==> config.mk <==
export PLATFORM = sky130hd
export DESIGN_NAME = axis_pkt_fifo
export DESIGN_NICKNAME = d
export VERILOG_FILES = /design/src/rtl/axis_pkg.sv /design/src/rtl/axis_fifo_mem.sv /design/src/rtl/axis_pkt_fifo.sv
export SDC_FILE = /design/constraint.sdc
export NUM_CORES = 1
export LEC_CHECK = 0
export BUFFER_PORTS_ARGS = -buffer_cell sky130_fd_sc_hd__buf_2
export CORE_ASPECT_RATIO = 0.75
export CORE_MARGIN = 3
export CORE_UTILIZATION = 50
export CTS_CLUSTER_SIZE = 16
export DETAILED_ROUTE_END_ITERATION = 6
export HOLD_SLACK_MARGIN = 0.1
export PLACE_DENSITY = 0.79
export SKIP_LAST_GASP = 1
export SYNTH_ARGS = -nofsm -noshare
export SYNTH_HDL_FRONTEND = slang
export SYNTH_SLANG_ARGS = --single-unit
==> constraint.sdc <==
create_clock -name clk -period 8.6 [get_ports clk]
set_clock_uncertainty 0.15 [all_clocks]
set_input_delay 0.43 -clock clk [delete_from_list [all_inputs] [get_ports clk]]
set_output_delay 0.43 -clock clk [all_outputs]
set_load 0.1 [all_outputs]
==> src/rtl/axis_pkg.sv <==
// Shared types and helpers for the AXI-Stream packet FIFO.
// axis_beat_t is the stored beat layout at the default data width.
package axis_pkg;

    localparam int AXIS_DATA_W = 8;

    typedef struct packed {
        logic                   last;
        logic [AXIS_DATA_W-1:0] data;
    } axis_beat_t;

    // One extra MSB beyond the address bits lets full and empty be told apart.
    function automatic int ptr_width(input int depth);
        return $clog2(depth) + 1;
    endfunction

endpackage

==> src/rtl/axis_fifo_mem.sv <==
// Register-array storage for the stream FIFO.
// It has a synchronous write port and an asynchronous read port for first-word fall-through.
module axis_fifo_mem
    import axis_pkg::*;
#(
    parameter int W     = 9,
    parameter int DEPTH = 16,
    localparam int AW   = $clog2(DEPTH)
) (
    input  logic          clk,
    input  logic          wr_en,
    input  logic [AW-1:0] wr_addr,
    input  logic [W-1:0]  wr_data,
    input  logic [AW-1:0] rd_addr,
    output logic [W-1:0]  rd_data
);

    logic [W-1:0] mem_q [DEPTH];

    always_ff @(posedge clk) begin
        if (wr_en) begin
            mem_q[wr_addr] <= wr_data;
        end
    end

    assign rd_data = mem_q[rd_addr];

endmodule

==> src/rtl/axis_pkt_fifo.sv <==
// AXI-Stream FIFO with cut-through or store-and-forward packet mode.
// It reports beat occupancy and the number of complete packets held.
module axis_pkt_fifo
    import axis_pkg::*;
#(
    parameter int DATA_W   = 8,
    parameter int DEPTH    = 16,
    parameter int PKT_MODE = 0,
    localparam int ADDR_W  = $clog2(DEPTH)
) (
    input  logic              clk,
    input  logic              rst,
    input  logic [DATA_W-1:0] s_axis_tdata,
    input  logic              s_axis_tvalid,
    input  logic              s_axis_tlast,
    output logic              s_axis_tready,
    output logic [DATA_W-1:0] m_axis_tdata,
    output logic              m_axis_tvalid,
    output logic              m_axis_tlast,
    input  logic              m_axis_tready,
    output logic [ADDR_W:0]   count,
    output logic [ADDR_W:0]   pkt_count,
    output logic              full,
    output logic              empty
);

    localparam int PTR_W = ptr_width(DEPTH);
    localparam logic [PTR_W-1:0] DEPTH_P = PTR_W'(DEPTH);

    typedef struct packed {
        logic              last;
        logic [DATA_W-1:0] data;
    } beat_t;

    logic [PTR_W-1:0] wr_ptr_q, wr_ptr_d;
    logic [PTR_W-1:0] rd_ptr_q, rd_ptr_d;
    logic [PTR_W-1:0] pkt_cnt_q, pkt_cnt_d;
    logic [PTR_W-1:0] occupancy;
    logic             wr_en, rd_en;
    beat_t            wr_beat, head_beat;

    assign occupancy     = wr_ptr_q - rd_ptr_q;
    assign full          = (occupancy == DEPTH_P);
    assign empty         = (occupancy == '0);
    assign count         = occupancy;
    assign pkt_count     = pkt_cnt_q;
    assign s_axis_tready = rst & ~full;

    assign wr_beat       = '{last: s_axis_tlast, data: s_axis_tdata};
    assign m_axis_tdata  = head_beat.data;
    assign m_axis_tlast  = head_beat.last;

    assign wr_en = s_axis_tvalid & s_axis_tready;
    assign rd_en = m_axis_tvalid & m_axis_tready;

    // Packet mode waits for a whole packet; a full FIFO releases data so oversize packets cannot deadlock.
    always_comb begin
        m_axis_tvalid = 1'b0;
        if (PKT_MODE == 0) begin
            m_axis_tvalid = ~empty;
        end else begin
            m_axis_tvalid = ~empty & ((pkt_cnt_q != '0) | full);
        end
    end

    always_comb begin
        wr_ptr_d  = wr_ptr_q;
        rd_ptr_d  = rd_ptr_q;
        pkt_cnt_d = pkt_cnt_q;
        if (wr_en) begin
            wr_ptr_d = wr_ptr_q + PTR_W'(1);
        end
        if (rd_en) begin
            rd_ptr_d = rd_ptr_q + PTR_W'(1);
        end
        case ({wr_en & s_axis_tlast, rd_en & m_axis_tlast})
            2'b10:   pkt_cnt_d = pkt_cnt_q + PTR_W'(1);
            2'b01:   pkt_cnt_d = pkt_cnt_q - PTR_W'(1);
            default: pkt_cnt_d = pkt_cnt_q;
        endcase
    end

    always_ff @(posedge clk or negedge rst) begin
        if (!rst) begin
            wr_ptr_q  <= '0;
            rd_ptr_q  <= '0;
            pkt_cnt_q <= '0;
        end else begin
            wr_ptr_q  <= wr_ptr_d;
            rd_ptr_q  <= rd_ptr_d;
            pkt_cnt_q <= pkt_cnt_d;
        end
    end

    axis_fifo_mem #(
        .W     (DATA_W + 1),
        .DEPTH (DEPTH)
    ) u_mem (
        .clk     (clk),
        .wr_en   (wr_en),
        .wr_addr (wr_ptr_q[ADDR_W-1:0]),
        .wr_data (wr_beat),
        .rd_addr (rd_ptr_q[ADDR_W-1:0]),
        .rd_data (head_beat)
    );

endmodule

==> results.md, run 1 <==
* Post-Syn Instances at 329
* Max Cap Viol at 0
* CP max FO at 40
* Syn_area_per_cell at around 20 um2
* Clk slew on worst S/H paths at 60 ps
* Starting Density at 52.4%
* Largest stage delay, worst path at 690 ps
* Die area at 14600 um2
* Placed instance area at 7030 um2
* Die X at around 140 um
* FFs w/ async S/R, synth at a little under a tenth
* Commonest non-fill, non-tap cells in the layout: edfxtp_1 (144), mux4_2 (45), buf_2 (35)
* Vias post-DR at around 3300
* First-pass GRT wire length at 20.4 mm
* FF/Latch Area at approximately 4700 um2
* Routed Antenna Nets at 0
* Initial antenna violation count at 0
* Clock net sink count at 159
* Worst Hold Class: in -> reg
* Startpoint Class: flop
* Worst-path cell chain: buf_4 > ha_1 > fa_1 > nand2b_1 > a21oi_2 > xnor2_2 > a31o_1 > inv_4 > and2_4 > nand2_1 > ha_1 > inv_1 > fa_1 > inv_1 > a21o_1 > a21oi_1 > xnor2_1 > nor2_1 > xor2_1
* Share of cells above drive strength 1 at 33.6%
* Post-CTS setup buffer count at 0
* Slew HR at roughly 23%
* Period minus WS final at 4610 ps
* Io pins at 36
* Most common cell after layout, fill and taps aside: edfxtp_1
* Core area at 12600 um2
* Row count at 35
* Detailed Route WL at 13.2 mm
* Root Buffer: clkbuf_16
* Vert. Die Dim at approximately 110 um
* Total gr overflow at 0
* Yosys warning total at 0
* Max H-tree Level at 4
* Final Max Tran Viols at 0
* Antenna Cells at 0
* Buffers on Ports at 35
* NumNets Final at 414
* RSZ-0062 raised after global routing: no
* Number of synthesized register bits at ~160
* Hold Buf Count CTS at 1
* Classification of the worst setup path: reg -> reg
* Reg2Reg Launch Point: rd_ptr_q[0]
* Top_reg_cell synth: edfxtp_1
* Final Hold Fails at 0
* Clock Latency Late Sink at 420 ps
* Final setup vio count at 0
* Routability Congestion at a little under 0.8
* DRT Pass-1 Iters at 5
* Final Cycle Share at 53.7%
* Worst-Margin Slew at 1150 ps
* Vias in the first global route at approximately 3400
* Synthesized area at 6590 um2
* Crit-path slowest cell: a31o_1
* Clock Tree Buf Depth at 2
* Multi-input gate area at roughly 1800 um2
* Crit path capture type: flop
* Syn nets at 357
* Post-synth EDFFs at 144
* # DRC at 0
* DRT iter0 DRCs at 327
* Outcome: finished clean
* Register area share after synthesis at 71.3%
* Fillers at slightly below 900
* Critical path origin: rd_ptr_q[0]
* CP required at 8760 ps
* Final Instance Area at 7570 um2
* Setup tns final at 0 ps
* Synthesis-to-layout area growth at 14.9%
* Distinct cells, synth at 34
* Critical Path AT at about 4800 ps
* Post-CTS sizing at 0
* F_max at between 200 and 250 MHz
* Hold Startpoint: m_axis_tready
* Vias per inst at 5.81
* WL per Instance at 23.4 um
* Worst reg-to-reg setup slack at approximately 4000 ps
* CTS tree: done
* All-layer global routing usage at 19.2%
* Largest net degree at the start of global routing at 42
* DP HPWL at 8.18 mm
* Final core utilization at between 60% and 70%
* Num CTS Buffers at 17
==> path summary, 6_finish.rpt <==
kind,to,depth (start not counted)
setup / recovery,pkt_count[4],19
hold / removal,rd_ptr_q[0],3
setup reg to reg,pkt_count[4],19
hold reg to reg,pkt_count[4],1
max in group asynchronous,rd_ptr_q[0],2
min in group asynchronous,pkt_count[4],2
==> critical path, delay by kind of cell (launching register included) <==
kind	cells	cell delay, ps
xor gates and xnor gates	3	450
DFF	1	380
buffers and inverters	4	570
adders and majority gates	4	1360
and+or+nand+nor	4	500
AOI/OAI and AO/OA	4	1040
==> cells in the mapped netlist, drive strengths merged, types with 2 or more instances <==
master | count | area [um2]
a21o | 2 | 15.0
a21oi | 4 | 23.8
and3 | 3 | 18.8
buf | 11 | 70.1
clkbuf | 4 | 15.0
dfrtp | 15 | 375
edfxtp | 144 | 4320
fa | 2 | 40.0
ha | 13 | 163
inv | 16 | 62.6
mux2 | 2 | 26.3
mux4 | 45 | 1010
nand2 | 11 | 41.3
nand2b | 6 | 37.5
nor2 | 7 | 26.3
nor3 | 16 | 91.3
nor4 | 2 | 12.5
o21ai | 3 | 15.0
xnor2 | 9 | 86.3
xor2 | 8 | 70.1
==> final cells by class <==
class                           instances  area share, %
Multi-Input combinational cell        139           23.1
Sequential cell                       159           62.1
Clock buffer                           20           5.77
Timing Repair Buffer                   53           4.13
Clock inverter                         12           1.27
Inverter                               16          0.876
Tap cell                              166           2.74
==> state kept, by name, summed over array words and instances, names as in the netlist <==
name	flops
rd_ptr_q	5
u_mem.mem_q	144
wr_ptr_q	5
pkt_count	5
==> stage by stage <==
stage	hold WS, ps	setup WS [ps]	cells
floorplan	-15.6	20.9	329
global route	199	3600	565
detailed placement	213	3960	532
global placement	212	4120	532
CTS	174	3950	565
finish	184	3990	565
==> logic make-up (layout without fill, tap and decap cells) <==
kind of cell,Yosys count,after routing,share of synthesized area [%]
AOI/OAI and AO/OA,11,11,1.37
xor gates and xnor gates,17,17,2.37
adders and majority gates,15,15,3.08
buffers and inverters,31,101,2.24
DFF,159,159,71.3
muxes,47,47,15.8
and+or+nand+nor,49,49,3.87
==> routing by layer <==
metal / GRT usage [%] / wire length, um
met1: 25.8 / 5640
met5: 0 / 0
met2: 30.4 / 6550
met3: 5.49 / 791
met4: 7.26 / 236
Power of run 1 is left out: the tool's default activity adds up to more than one toggle a clock period on the data nets, which glitch-free logic cannot reach.
==> inputs of run 2 (changes only) <==
==> constraint.sdc (replaced) <==
create_clock -name clk -period 4.35 [get_ports clk]
set_clock_uncertainty 0.15 [all_clocks]
set_input_delay 0.2175 -clock clk [delete_from_list [all_inputs] [get_ports clk]]
set_output_delay 0.2175 -clock clk [all_outputs]
set_load 0.1 [all_outputs]
==> run 2 against run 1 <==
Global-route usage rose by 1.2 points. Cell area is 4.3% higher. Critical path depth unchanged. Maximum frequency up 22%. Critical path type unchanged. Utilization increased by 2.6 points. Cell count increased by 3.2%. Setup slack lost 3400 ps. Non-clock buffer count grew 18. Sequential share of layout area shrank 2.6 points. Count of clock-buffer cells in the layout up 2. Largest cell class unchanged.
==> results.md, run 2 (synthesis results as in run 1) <==
* Outcome: finished clean
* Crit path capture type: flop
* Vert. Die Dim at 105 um (unchanged)
* Clock net sink count at 159 (unchanged)
* Worst-Margin Slew at 766 ps (-379 ps)
* Most common cell after layout, fill and taps aside: edfxtp_1
* WL per Instance at 23.7 um (+1.4%)
* Row count at 35 (unchanged)
* DP HPWL at 8.29 mm (+1.3%)
* Share of cells above drive strength 1 at 36.9% (+3.3 points)
* Initial antenna violation count at 1 (+1)
* NumNets Final at 432 (+4.3%)
* Classification of the worst setup path: reg -> reg
* Fillers at 833 (-4.6%)
* Detailed Route WL at 13.8 mm (+4.6%)
* Max Cap Viol at 0 (unchanged)
* Vias post-DR at 3331 (+1.4%)
* Period minus WS final at 3790 ps (-826 ps)
* Hold Buf Count CTS at 12 (+11)
* Slack of the critical path at 562 ps (-3420 ps)
* RSZ-0062 raised after global routing: no
* DRT iter0 DRCs at 371 (+13%)
* CP max FO at 5 (-88%)
* Die area at 14600 um2 (unchanged)
* Post-CTS sizing at 0 (unchanged)
* Top reg by flops: u_mem.mem_q
* CP required at 4510 ps (-4250 ps)
* Hold_ws at 104 ps (-79.5 ps)
* Total gr overflow at 0 (unchanged)
* F_max at 264 MHz (+22%)
* Buffers on Ports at 35 (unchanged)
* CTS tree: done
* FF/Latch Area at 4700 um2 (unchanged)
* Final setup vio count at 0 (unchanged)
* First-pass GRT wire length at 21.5 mm (+5.6%)
* Post-CTS setup buffer count at 0 (unchanged)
* Routed Antenna Nets at 0 (unchanged)
* Final Hold Fails at 0 (unchanged)
* # DRC at 0 (unchanged)
* Largest register FFs at 144 (unchanged)
* Antenna Cells at 0 (unchanged)
* Final Cycle Share at 87.1% (+33 points)
* Clock Latency Late Sink at 420 ps (about the same)
* Root Buffer: clkbuf_16
* Max H-tree Level at 4 (unchanged)
* Multi-input gate area at 1850 um2 (+5.4%)
* Clk slew on worst S/H paths at 60 ps (about the same)
* Critical Path AT at 3950 ps (-820 ps)
* DP Worst Slack at 581 ps (-3380 ps)
* Commonest non-fill, non-tap cells in the layout: edfxtp_1 (144), mux4_2 (45), buf_2 (35)
* Routability Congestion at 0.813 (+5.3%)
* Setup tns final at 0 ps (unchanged)
* Clock Tree Buf Depth at 2 (unchanged)
* Largest net degree at the start of global routing at 40 (-4.8%)
* Synthesis-to-layout area growth at 19.9%
* All-layer global routing usage at 20.4% (+1.2 points)
* Io pins at 36 (unchanged)
* DRT Pass-1 Iters at 5 (unchanged)
* Die X at 139 um (unchanged)
* Num CTS Buffers at 17 (unchanged)
* Worst Hold Class: in -> async
* Vias in the first global route at 3541 (+3.6%)
* Placed cell count at 539 (+1.3%)
* Final Max Tran Viols at 0 (unchanged)
* Starting Density at 52.4% (unchanged)
* Cell Count, Final, Fillers Out at 583 (+3.2%)
* Startpoint Class: flop
* Slew HR at 48.9% (+26 points)
* Core area at 12600 um2 (unchanged)
* Vias per inst at 5.71 (-1.7%)
run 2: stage by stage:
stage	instance area, um2	util, %
2_1_floorplan	6720	-
3_3_place_gp	7180	57.1
3_5_place_dp	7180	57.1
4_1_cts	7900	62.9
5_1_grt	7900	62.9
6_report	7900	62.9
run 2: per-layer routing:
layer	share of wire, %	global-route usage [%]
met3	7.1	5.80
met5	0.094	0
met1	41	27.4
met4	1.8	7.90
met2	50	32.1
run 2: worst paths after layout:
kind,start,end,slack (ps),cells past startpoint
min in group clk,pkt_count[4],pkt_count[4],310,1
max in group asynchronous,rst,rd_ptr_q[0],3640,2
worst max-delay path,wr_ptr_q[0],pkt_count[4],560,19
worst min-delay path,rst,pkt_count[4],100,2
worst max register to register,wr_ptr_q[0],pkt_count[4],560,19
worst min register to register,pkt_count[4],pkt_count[4],310,1
run 2: area by class of cell:
class | count | share of cell area, %
multi-input cells | 139 | 23.4
inverters | 16 | 0.871
flip-flops and latches | 159 | 59.5
clock inverters | 10 | 1.73
clock buffers | 22 | 5.88
well taps | 166 | 2.63
repair buffers | 71 | 6.02
run 2: critical path: stages, from the launching register on:
cell	delay (ps)
dfrtp_1	400
inv_1	120
ha_1	220
fa_1	430
nand2b_1	180
a21oi_2	230
xnor2_4	190
a31o_1	250
inv_4	40
and2_4	170
nand2_1	110
ha_4	190
inv_4	50
fa_2	370
inv_1	60
a21o_1	120
a21oi_2	50
xnor2_1	140
nor2_1	70
xor2_1	130
Power of run 2 is left out for the same reason.
==> inputs of run 3 (changes only) <==
--- a/config.mk
+++ b/config.mk
@@ -12,7 +12,7 @@
 export CTS_CLUSTER_SIZE = 16
 export DETAILED_ROUTE_END_ITERATION = 6
 export HOLD_SLACK_MARGIN = 0.1
-export PLACE_DENSITY = 0.79
+export PLACE_DENSITY = 0.67
 export SKIP_LAST_GASP = 1
 export SYNTH_ARGS = -nofsm -noshare
 export SYNTH_HDL_FRONTEND = slang
==> run 3 against run 2 <==
Cell area grew 1.7%. Wire length shrank 3.1%. Sequential share of layout area shrank 0.99 points. Register-to-register slack lost 30 ps. Die area is the same. Cell count grew 1.4%. Global-route usage shrank 0.88 points. First-iteration DRC count shrank 1.1%. Maximum frequency shrank 0.73%. Critical endpoint unchanged. Utilization grew 1.1 points. Hold slack gained 210 ps.
==> results.md, run 3 (synthesis results as in run 1) <==
* Starting Density at 52.4% (unchanged)
* Vert. Die Dim at 105 um (unchanged)
* Max H-tree Level at 4 (unchanged)
* Largest net degree at the start of global routing at 41 (+2.5%)
* Vias in the first global route at 3361 (-5.1%)
* Core area at 12600 um2 (unchanged)
* DRT Pass-1 Iters at 4 (-1)
* Worst-Margin Slew at 759 ps (-7.53 ps)
* Detailed Route WL at 13.4 mm (-3.1%)
* NumNets Final at 439 (+1.6%)
* Worst R2R End: pkt_count[4]
* # DRC at 0 (unchanged)
* Largest register FFs at 144 (unchanged)
* Buf/Inv on CP at 4 (unchanged)
* Synthesis-to-layout area growth at 21.9%
* Final setup vio count at 0 (unchanged)
* RSZ-0062 raised after global routing: no
* F_max at 262 MHz (-0.73%)
* Crit path capture type: flop
* Worst reg-to-reg setup slack at 530 ps (-30 ps)
* First-pass GRT wire length at 20.8 mm (-3.5%)
* DRT iter0 DRCs at 367 (-1.1%)
* Cell Count, Final, Fillers Out at 591 (+1.4%)
* Outcome: finished clean
* Classification of the worst setup path: reg -> reg
* Vias post-DR at 3359 (+0.84%)
* Critical path origin: wr_ptr_q[0]
* Initial antenna violation count at 1 (unchanged)
* Final Max Tran Viols at 0 (unchanged)
* Routed Antenna Nets at 0 (unchanged)
* Startpoint Class: flop
* Period minus WS final at 3820 ps (+27.9 ps)
* Critical Path AT at 4010 ps (+60 ps)
* CTS tree: done
* CP max FO at 5 (unchanged)
* Placed cell count at 545 (+1.1%)
* All-layer global routing usage at 19.5% (-0.88 points)
* Clock Tree Buf Depth at 2 (unchanged)
* Cell family with most CP delay: adder cells
* Commonest non-fill, non-tap cells in the layout: edfxtp_1 (144), mux4_2 (45), buf_2 (35)
* Final Hold Fails at 0 (unchanged)
* Io pins at 36 (unchanged)
* CP required at 4550 ps (+40 ps)
* Slew HR at 49.4% (+0.50 points)
* Clk slew on worst S/H paths at 60 ps (about the same)
* Clock Latency Late Sink at 420 ps (about the same)
* R2R depth at 19 (unchanged)
* Most common cell after layout, fill and taps aside: edfxtp_1
* Root Buffer: clkbuf_16
* FF/Latch Area at 4700 um2 (about the same)
* Reg2Reg Launch Point: wr_ptr_q[0]
* Final Cycle Share at 87.7% (+0.64 points)
* Die area at 14600 um2 (unchanged)
* Row count at 35 (unchanged)
* Share of cells above drive strength 1 at 38.2% (+1.3 points)
* Crit-path slowest cell: fa_1
* Num CTS Buffers at 17 (unchanged)
* Vias per inst at 5.68 (-0.52%)
* DP HPWL at 8.56 mm (+3.2%)
* Largest stage delay, worst path at 430 ps (about the same)
* Buffers on Ports at 35 (unchanged)
* Die X at 139 um (unchanged)
* Clock net sink count at 159 (unchanged)
* Routability Congestion at 0.893 (+9.9%)
* WL per Instance at 22.7 um (-4.4%)
* Top reg by flops: u_mem.mem_q
* WP depth at 19 (unchanged)
* Fillers at 863 (+3.6%)
* Post-CTS setup buffer count at 0 (unchanged)
* Total gr overflow at 0 (unchanged)
* Max Cap Viol at 0 (unchanged)
* Worst-path cell chain: inv_1 > ha_1 > fa_1 > nand2b_1 > a21oi_2 > xnor2_4 > a31o_1 > inv_4 > and2_4 > nand2_1 > ha_4 > inv_4 > fa_2 > inv_1 > a21o_1 > a21oi_2 > xnor2_1 > nor2_1 > xor2_1
* Multi-input gate area at 1850 um2 (unchanged)
* Crit path capture: pkt_count[4]
* Worst Hold Class: reg -> reg
[run 3: changes by cell type in the layout (fill, tap and decap cells not counted), moves of 2 or more]
cell	before	now
buf_4	24	30
bufinv_16	3	6
clkinv_2	3	1
clkinv_4	0	2
clkinvlp_4	4	1
[run 3: worst min path at each step]
stage	slack, ps	to	cells past startpoint	startpoint
detailed placement	8	pkt_count[1]	1	rst
CTS	320	pkt_count[4]	1	pkt_count[4]
global placement	7	pkt_count[0]	1	rst
global route	330	pkt_count[4]	1	pkt_count[4]
floorplan	-230	pkt_count[0]	0	rst
finish	320	pkt_count[4]	1	pkt_count[4]
[run 3: area by class of cell]
| type | count | area share (%) |
|---|---|---|
| inverters | 16 | 0.856 |
| clock inverters | 12 | 2.88 |
| diodes | 1 | 0.0311 |
| repair buffers | 78 | 6.60 |
| clock buffers | 20 | 5.56 |
| flip-flops and latches | 159 | 58.5 |
| well taps | 166 | 2.58 |
| multi-input cells | 139 | 23.0 |
[run 3: per-layer routing]
metal | GRT usage, % | routed length, um
met1 | 29.9 | 6430
met2 | 28.1 | 6160
met3 | 4.40 | 586
met4 | 6.49 | 223
met5 | 0 | 0
[run 3: per-stage QoR]
stage | hold slack, ps | TNS [ps] | utilization (%) | worst slack (ps) | instance area (um2)
global placement | 6.71 | 0 | 57.5 | 657 | 7230
finish | 318 | 0 | 63.9 | 534 | 8040
global route | 325 | 0 | 63.9 | 325 | 8040
CTS | 316 | 0 | 63.9 | 538 | 8030
detailed placement | 8.18 | 0 | 57.5 | 547 | 7230
floorplan | -228 | -4940 | - | -1270 | 6720
[run 3: what timing repair did]
action	in CTS	in global routing
endpoints found under the hold margin	167	0
resized for setup	0	0
endpoints found under the setup margin	0	0
hold buffers	13	0
Power of run 3 is left out for the same reason.
